## config.mk

```make
export PLATFORM = sky130hd
export DESIGN_NAME = car_sensor_conditioner
export DESIGN_NICKNAME = d
export VERILOG_FILES = /design/src/rtl/car_sensor_conditioner.sv
export SDC_FILE = /design/constraint.sdc
export NUM_CORES = 1
export LEC_CHECK = 0
export CORE_MARGIN = 2
export CORE_UTILIZATION = 44
export DETAILED_ROUTE_END_ITERATION = 10
export PLACE_DENSITY_LB_ADDON = 0.2
export SETUP_SLACK_MARGIN = 0.15
export SKIP_LAST_GASP = 1
export SYNTH_ARGS = -nofsm -noshare
export SYNTH_HDL_FRONTEND = slang
export SYNTH_SLANG_ARGS = --single-unit
```

## constraint.sdc

```tcl
create_clock -name clock -period 1.89 [get_ports clock]
set_input_delay 0.378 -clock clock [delete_from_list [all_inputs] [get_ports clock]]
set_output_delay 0.378 -clock clock [all_outputs]
set_load 0.01 [all_outputs]
```

## src/rtl/car_sensor_conditioner.sv

```systemverilog
// car_sensor_conditioner
//   Front end for the highway/country traffic-signal controller. It cleans the raw
//   country-road loop sensor and produces the controller's car request X.
//   Processing chain: 2-flop synchronizer -> stability debounce -> request latch FSM.
//   A sensor that reads "present" for too long is declared stuck, so that it cannot
//   hold the highway on red indefinitely.
//
// Ports
//   clock       in   system clock, rising edge
//   clear       in   synchronous active-high reset, highest priority
//   sensor_raw  in   asynchronous raw loop-sensor level (1 = car present)
//   cntry [1:0] in   country-road light state fed back from the controller
//   X           out  car request to the controller
//   presence    out  debounced sensor level
//   fault       out  stuck-sensor indication
module car_sensor_conditioner #(
    parameter int unsigned DEB_CYCLES   = 4,
    parameter int unsigned STUCK_CYCLES = 256,
    parameter logic [1:0]  GREEN_CODE   = 2'd2
) (
    input  logic       clock,
    input  logic       clear,
    input  logic       sensor_raw,
    input  logic [1:0] cntry,
    output logic       X,
    output logic       presence,
    output logic       fault
);

    localparam int unsigned DebW   = $clog2(DEB_CYCLES) + 1;
    localparam int unsigned StuckW = $clog2(STUCK_CYCLES) + 1;

    typedef enum logic [1:0] {
        StIdle,
        StRequest,
        StServing,
        StFault
    } state_e;

    logic              s1_q, s2_q;
    logic [DebW-1:0]   deb_cnt_q;
    logic              presence_q;
    logic [StuckW-1:0] stuck_cnt_q;
    logic              stuck_hit;
    state_e            state_q, state_d;

    // Synchronizer for the asynchronous sensor level.
    always_ff @(posedge clock) begin
        if (clear) begin
            s1_q <= 1'b0;
            s2_q <= 1'b0;
        end else begin
            s1_q <= sensor_raw;
            s2_q <= s1_q;
        end
    end

    // Debounce: the level flips only after DEB_CYCLES consecutive disagreeing samples.
    always_ff @(posedge clock) begin
        if (clear) begin
            deb_cnt_q  <= '0;
            presence_q <= 1'b0;
        end else if (s2_q == presence_q) begin
            deb_cnt_q <= '0;
        end else if (deb_cnt_q == DebW'(DEB_CYCLES - 1)) begin
            presence_q <= s2_q;
            deb_cnt_q  <= '0;
        end else begin
            deb_cnt_q <= deb_cnt_q + 1'b1;
        end
    end

    // Length of the current presence run, saturating so it never wraps.
    always_ff @(posedge clock) begin
        if (clear) begin
            stuck_cnt_q <= '0;
        end else if (!presence_q) begin
            stuck_cnt_q <= '0;
        end else if (stuck_cnt_q != StuckW'(STUCK_CYCLES)) begin
            stuck_cnt_q <= stuck_cnt_q + 1'b1;
        end
    end

    assign stuck_hit = presence_q && (stuck_cnt_q == StuckW'(STUCK_CYCLES - 1));

    always_ff @(posedge clock) begin
        if (clear) begin
            state_q <= StIdle;
        end else begin
            state_q <= state_d;
        end
    end

    always_comb begin
        state_d = state_q;
        unique case (state_q)
            StIdle: begin
                if (presence_q && stuck_hit) begin
                    state_d = StFault;
                end else if (presence_q) begin
                    state_d = StRequest;
                end
            end
            StRequest: begin
                // Stuck detection outranks a grant; a dropped presence keeps the request.
                if (stuck_hit) begin
                    state_d = StFault;
                end else if (cntry == GREEN_CODE) begin
                    state_d = StServing;
                end
            end
            StServing: begin
                if (stuck_hit) begin
                    state_d = StFault;
                end else if (cntry != GREEN_CODE) begin
                    state_d = presence_q ? StRequest : StIdle;
                end
            end
            StFault: begin
                if (!presence_q) begin
                    state_d = StIdle;
                end
            end
            default: state_d = StIdle;
        endcase
    end

    // Outputs come from registers only; in SERVING, X follows presence so the
    // controller can end country green once the car has left.
    always_comb begin
        X     = 1'b0;
        fault = 1'b0;
        unique case (state_q)
            StIdle:    X = 1'b0;
            StRequest: X = 1'b1;
            StServing: X = presence_q;
            StFault:   fault = 1'b1;
            default:   X = 1'b0;
        endcase
    end

    assign presence = presence_q;

endmodule

```

=== Word-level counts from Yosys, hierarchy flattened ===
Cells that the tools add are included.

* Flip-flop bits (word level): 17
* Input bits: 5
* Output and inout port bits: 3
* Logic and storage cells: 41

* Add/sub/neg operators: 2
* Equal/unequal tests: 13
* Mux-type cells: 11
* Bitwise gates (word level): 2
* Reduce and logical (&&, ||, !) cells: 7

{| class="wikitable"
|+ Operator list
! operator !! count
|-
| $mux W2 || 7
|-
| $add A9 B1 Y9 const B || 1
|-
| $eq A9 B8 Y1 const B || 1
|-
| $ne A3 B3 Y1 const B || 3
|-
| $ne A9 B9 Y1 const B || 1
|-
| $pmux W2 S4 || 1
|-
| $eq A2 B2 Y1 const B || 3
|-
| $ne A2 B2 Y1 const B || 2
|-
| $reduce_and A4 Y1 || 1
|-
| $add A3 B1 Y3 const B || 1
|-
| $eq A3 B2 Y1 const B || 1
|-
| $reduce_or A3 Y1 || 1
|-
| $eq A2 B1 Y1 const B || 1
|-
| $logic_and A1 B1 Y1 || 2
|-
| $logic_not A2 Y1 || 1
|-
| $mux W1 || 2
|-
| $not A1 Y1 || 2
|-
| $pmux W1 S2 || 1
|-
| $reduce_and A2 Y1 || 1
|-
| $reduce_or A2 Y1 || 1
|-
| $eq A1 B1 Y1 || 1
|}

=== Depth between registers and ports, before layout ===
* Word-level depth: 5
* Mapped depth: 8
* Mapped depth without buffers: 8

=== Worst setup path after synthesis ===
OpenSTA, ideal clock, no wires.

* Path type: register to register
* Start point: register stuck_cnt_q[0]
* End point: register state_q[0]
* Library setup time: 0.121 ns
* Data arrival time: 1.644 ns
* Required time: 1.769 ns
* Path slack: 0.124 ns
* Cell stages (with the launch flop): 8
* Path buffers: 0
* Period minus slack after synthesis: 1.766 ns
* Cells stage by stage: dfxtp_1 ha_1 nand4_1 nor2_1 ha_1 nand2_1 a221oi_4 mux2_4

* Cells in the longest elaborated chain, start to end: 5
* Elaborated cells between the ends (all ways): 11
* Classes of those cells: 4 x eq/ne; 4 x mux; 3 x reduce/logical

{| class="wikitable"
|+ Ends and longest elaborated chain
! element !! line !! source
|-
| from (decl) || 43 || <nowiki>logic [StuckW-1:0] stuck_cnt_q;</nowiki>
|-
| from (signal assigned) || 80 || <nowiki>stuck_cnt_q <= stuck_cnt_q + 1'b1;</nowiki>
|-
| $eq A9 B8 Y1 * || 84 || <nowiki>assign stuck_hit = presence_q && (stuck_cnt_q == StuckW'(STUCK_CYCLES - 1));</nowiki>
|-
| $logic_and A1 B1 Y1 * || 84 ||
|-
| $logic_and A1 B1 Y1 || 98 || <nowiki>if (presence_q && stuck_hit) begin</nowiki>
|-
| $ne A3 B3 Y1 (no source line) or $mux W2 (tied branches) || n/a ||
|-
| $reduce_and A4 Y1 (no source line) or $pmux W2 S4 (tied branches) || n/a ||
|-
| to (signal assigned) || 88 || <nowiki>state_q <= StIdle;</nowiki>
|-
| to (signal assigned) || 90 || <nowiki>state_q <= state_d;</nowiki>
|-
| to (decl) || 45 || <nowiki>state_e state_q, state_d;</nowiki>
|}

Every way passes the cells marked *; elsewhere a longest branch is shown, timed or not.
A chain may end at the register's enable or synchronous reset.

=== Worst setup path in the final report ===
* Start point: register stuck_cnt_q[1]
* End point: register state_q[1]

The elaborated chain is that of the path after synthesis.

==> impl_metrics.json <==
{
  "status": "completed",
  "ys_top_cells_by_area": "dfxtp_1 38%, ha_1 14%, nor2_1 5.8%",
  "dp.cells": 130,
  "chipWidth_um": 49.2,
  "layout_commonest_cell": "nor2_1",
  "fin_util_pct": 59.7,
  "clock.fmax_mhz": 575,
  "area_growth_pct": 28.8,
  "drtAntennaViolNets": 0,
  "vdd.ir_drop.worst_mv": 0.441,
  "cts_buffers": 3,
  "grt_max_degree": 10,
  "drv_cap": 0,
  "rsz0062_at_grt": "true",
  "synth_area_um2": 900,
  "hold_viol": 0,
  "drv_slew": 0,
  "gp_congestion": 0.836,
  "cts.path.max_buffers": 2,
  "cts_max_level": 1,
  "port_buffers": 7,
  "final_cell_mix": "13 x nor2_1, 12 x dfxtp_1, 12 x buf_4",
  "first_pass_iters": 6,
  "powerDensity_nw_per_um2": 595,
  "start_kind": "register",
  "gr-total-overflow": 0,
  "crit_type": "register to register",
  "core-area_um2": 1940,
  "fin_cells": 143,
  "setup_viol": 0,
  "hold-worst-slack_ps": 442,
  "hpwl_um": 1130,
  "period_share_pct": 92.1,
  "cp_num_buf_inv": 0,
  "async_reset_ff_share_pct": 0,
  "grt_pass1_wl_um": 2880,
  "yosysSeqAreaShare_pct": 37.8,
  "hold_path_class": "register to register",
  "cts_tree": "done",
  "synth-main-ff-cell": "dfxtp_1",
  "worstSkewPairLatency_ps": 290,
  "critPathSlowestCell": "dfxtp_2",
  "synthDistinctLibCells": 24,
  "crit_path_cell_trace": "ha_4 -> nand4_1 -> nor2_1 -> ha_2 -> nand2_2 -> a221oi_4 -> mux2_4",
  "timing.final.crit_period_ps": 1740,
  "initial_utilization_pct": 46.3,
  "vias": 695,
  "ys_seq_elements": 17,
  "clk_pin_slew_worst_paths_ps": 100,
  "antenna_cells": 0,
  "slowest_delay_ps": 360,
  "syn-instance-count": 96,
  "leakage_uw": 0.000434,
  "via_per_inst": 4.86,
  "cp.required_ps": 2080,
  "netlist.top_cell.by_area": "dfxtp_1",
  "dieArea_um2": 2420,
  "drc": 0,
  "die_y_um": 49.2,
  "synth_edf_count": 0,
  "grt_pass1_vias": 667,
  "io_pins": 8,
  "antenna_found_initial": 0,
  "synth.net_count": 111,
  "worst_slew_pin_slew_ps": 440,
  "drive_gt1_share_pct": 30.2,
  "final_net_count": 132,
  "crit_family": "flip-flops",
  "netlist.area_leader.share_pct": 37.8,
  "wirelength_um": 1620,
  "drtIter0Drc": 3,
  "finalPower_uw": 690,
  "cp-end-kind": "register",
  "syn_avg_cell_area_um2": 9.37,
  "cts.sinks": 17,
  "grt.total_usage_pct": 15.5,
  "skew_ps": 0.627,
  "yosys_warnings": 0,
  "relSlewSlack_pct": 70.2,
  "critical_path_arrival_ps": 1930,
  "worstPathMaxFanout": 2,
  "clock-root-buffer": "clkbuf_4",
  "tns_ps": 0,
  "rows": 16,
  "wl_per_cell_um": 11.3
}
sequential cells by signal, summed over array words and instances (netlist names):
signal / flops
presence: 1
deb_cnt_q: 3
s2_q: 1
stuck_cnt_q: 9
state_q: 2
s1_q: 1
cells in the mapped netlist, types with 3 or more instances:
library cell,count
inv_1,8
nand3_1,4
ha_1,10
mux2_4,3
dfxtp_1,17
nor2b_1,5
nand2b_1,3
xor2_1,3
nand2_1,4
nor2_1,14
a21oi_1,6
xnor2_1,4
power by group:
part,switching [uW],internal [uW]
registers,6.75,367
clock network,115,82.1
logic,51.8,67.1
cell type report:
cell class,instances,area [um^2]
Clock buffer,4,26.3
Sequential cell,17,352
Fill cell,204,783
Timing Repair Buffer,19,153
Tap cell,27,33.8
Inverter,8,30.0
Multi-Input combinational cell,68,564
cells by family (layout without fill, tap and decap cells):
family	after synthesis	after routing	synth area share, %
buf+inv	11	31	4.73
simple gates	38	38	22.7
compound gates	9	9	7.93
mux	4	4	6.12
flops	17	17	37.8
xor+xnor	7	7	6.82
fa+ha+maj	10	10	13.9
final timing paths:
| check | from | end | slack [ps] | cells after the start |
|---|---|---|---|---|
| worst max-delay path | stuck_cnt_q[1] | state_q[1] | 150 | 7 |
| worst min-delay path | deb_cnt_q[0] | deb_cnt_q[0] | 440 | 1 |
| worst max register to register | stuck_cnt_q[1] | state_q[1] | 150 | 7 |
| worst min register to register | deb_cnt_q[0] | deb_cnt_q[0] | 440 | 1 |
stage by stage:
stage / worst slack [ps] / instance area (um^2)
final: 150 / 1160
after global routing: 52.9 / 1160
after CTS: 103 / 1150
after detailed placement: -115 / 1020
after global placement: -90.4 / 1020
after floorplan: 151 / 907
layer usage:
metal	vias to the layer above	global-route usage, %	share of wire [%]
met2	18	25.7	46
li1	356	-	-
met4	0	8.57	2.3
met5	-	0	0
met3	4	2.76	3.5
met1	317	18.7	48
what timing repair did:
action	CTS	global route
gates resized for setup	17	3
pin swaps	4	5
hold buffers	0	0
setup buffers	8	1
setup endpoints to repair	5	4
Power figures use the tool's default switching activity.
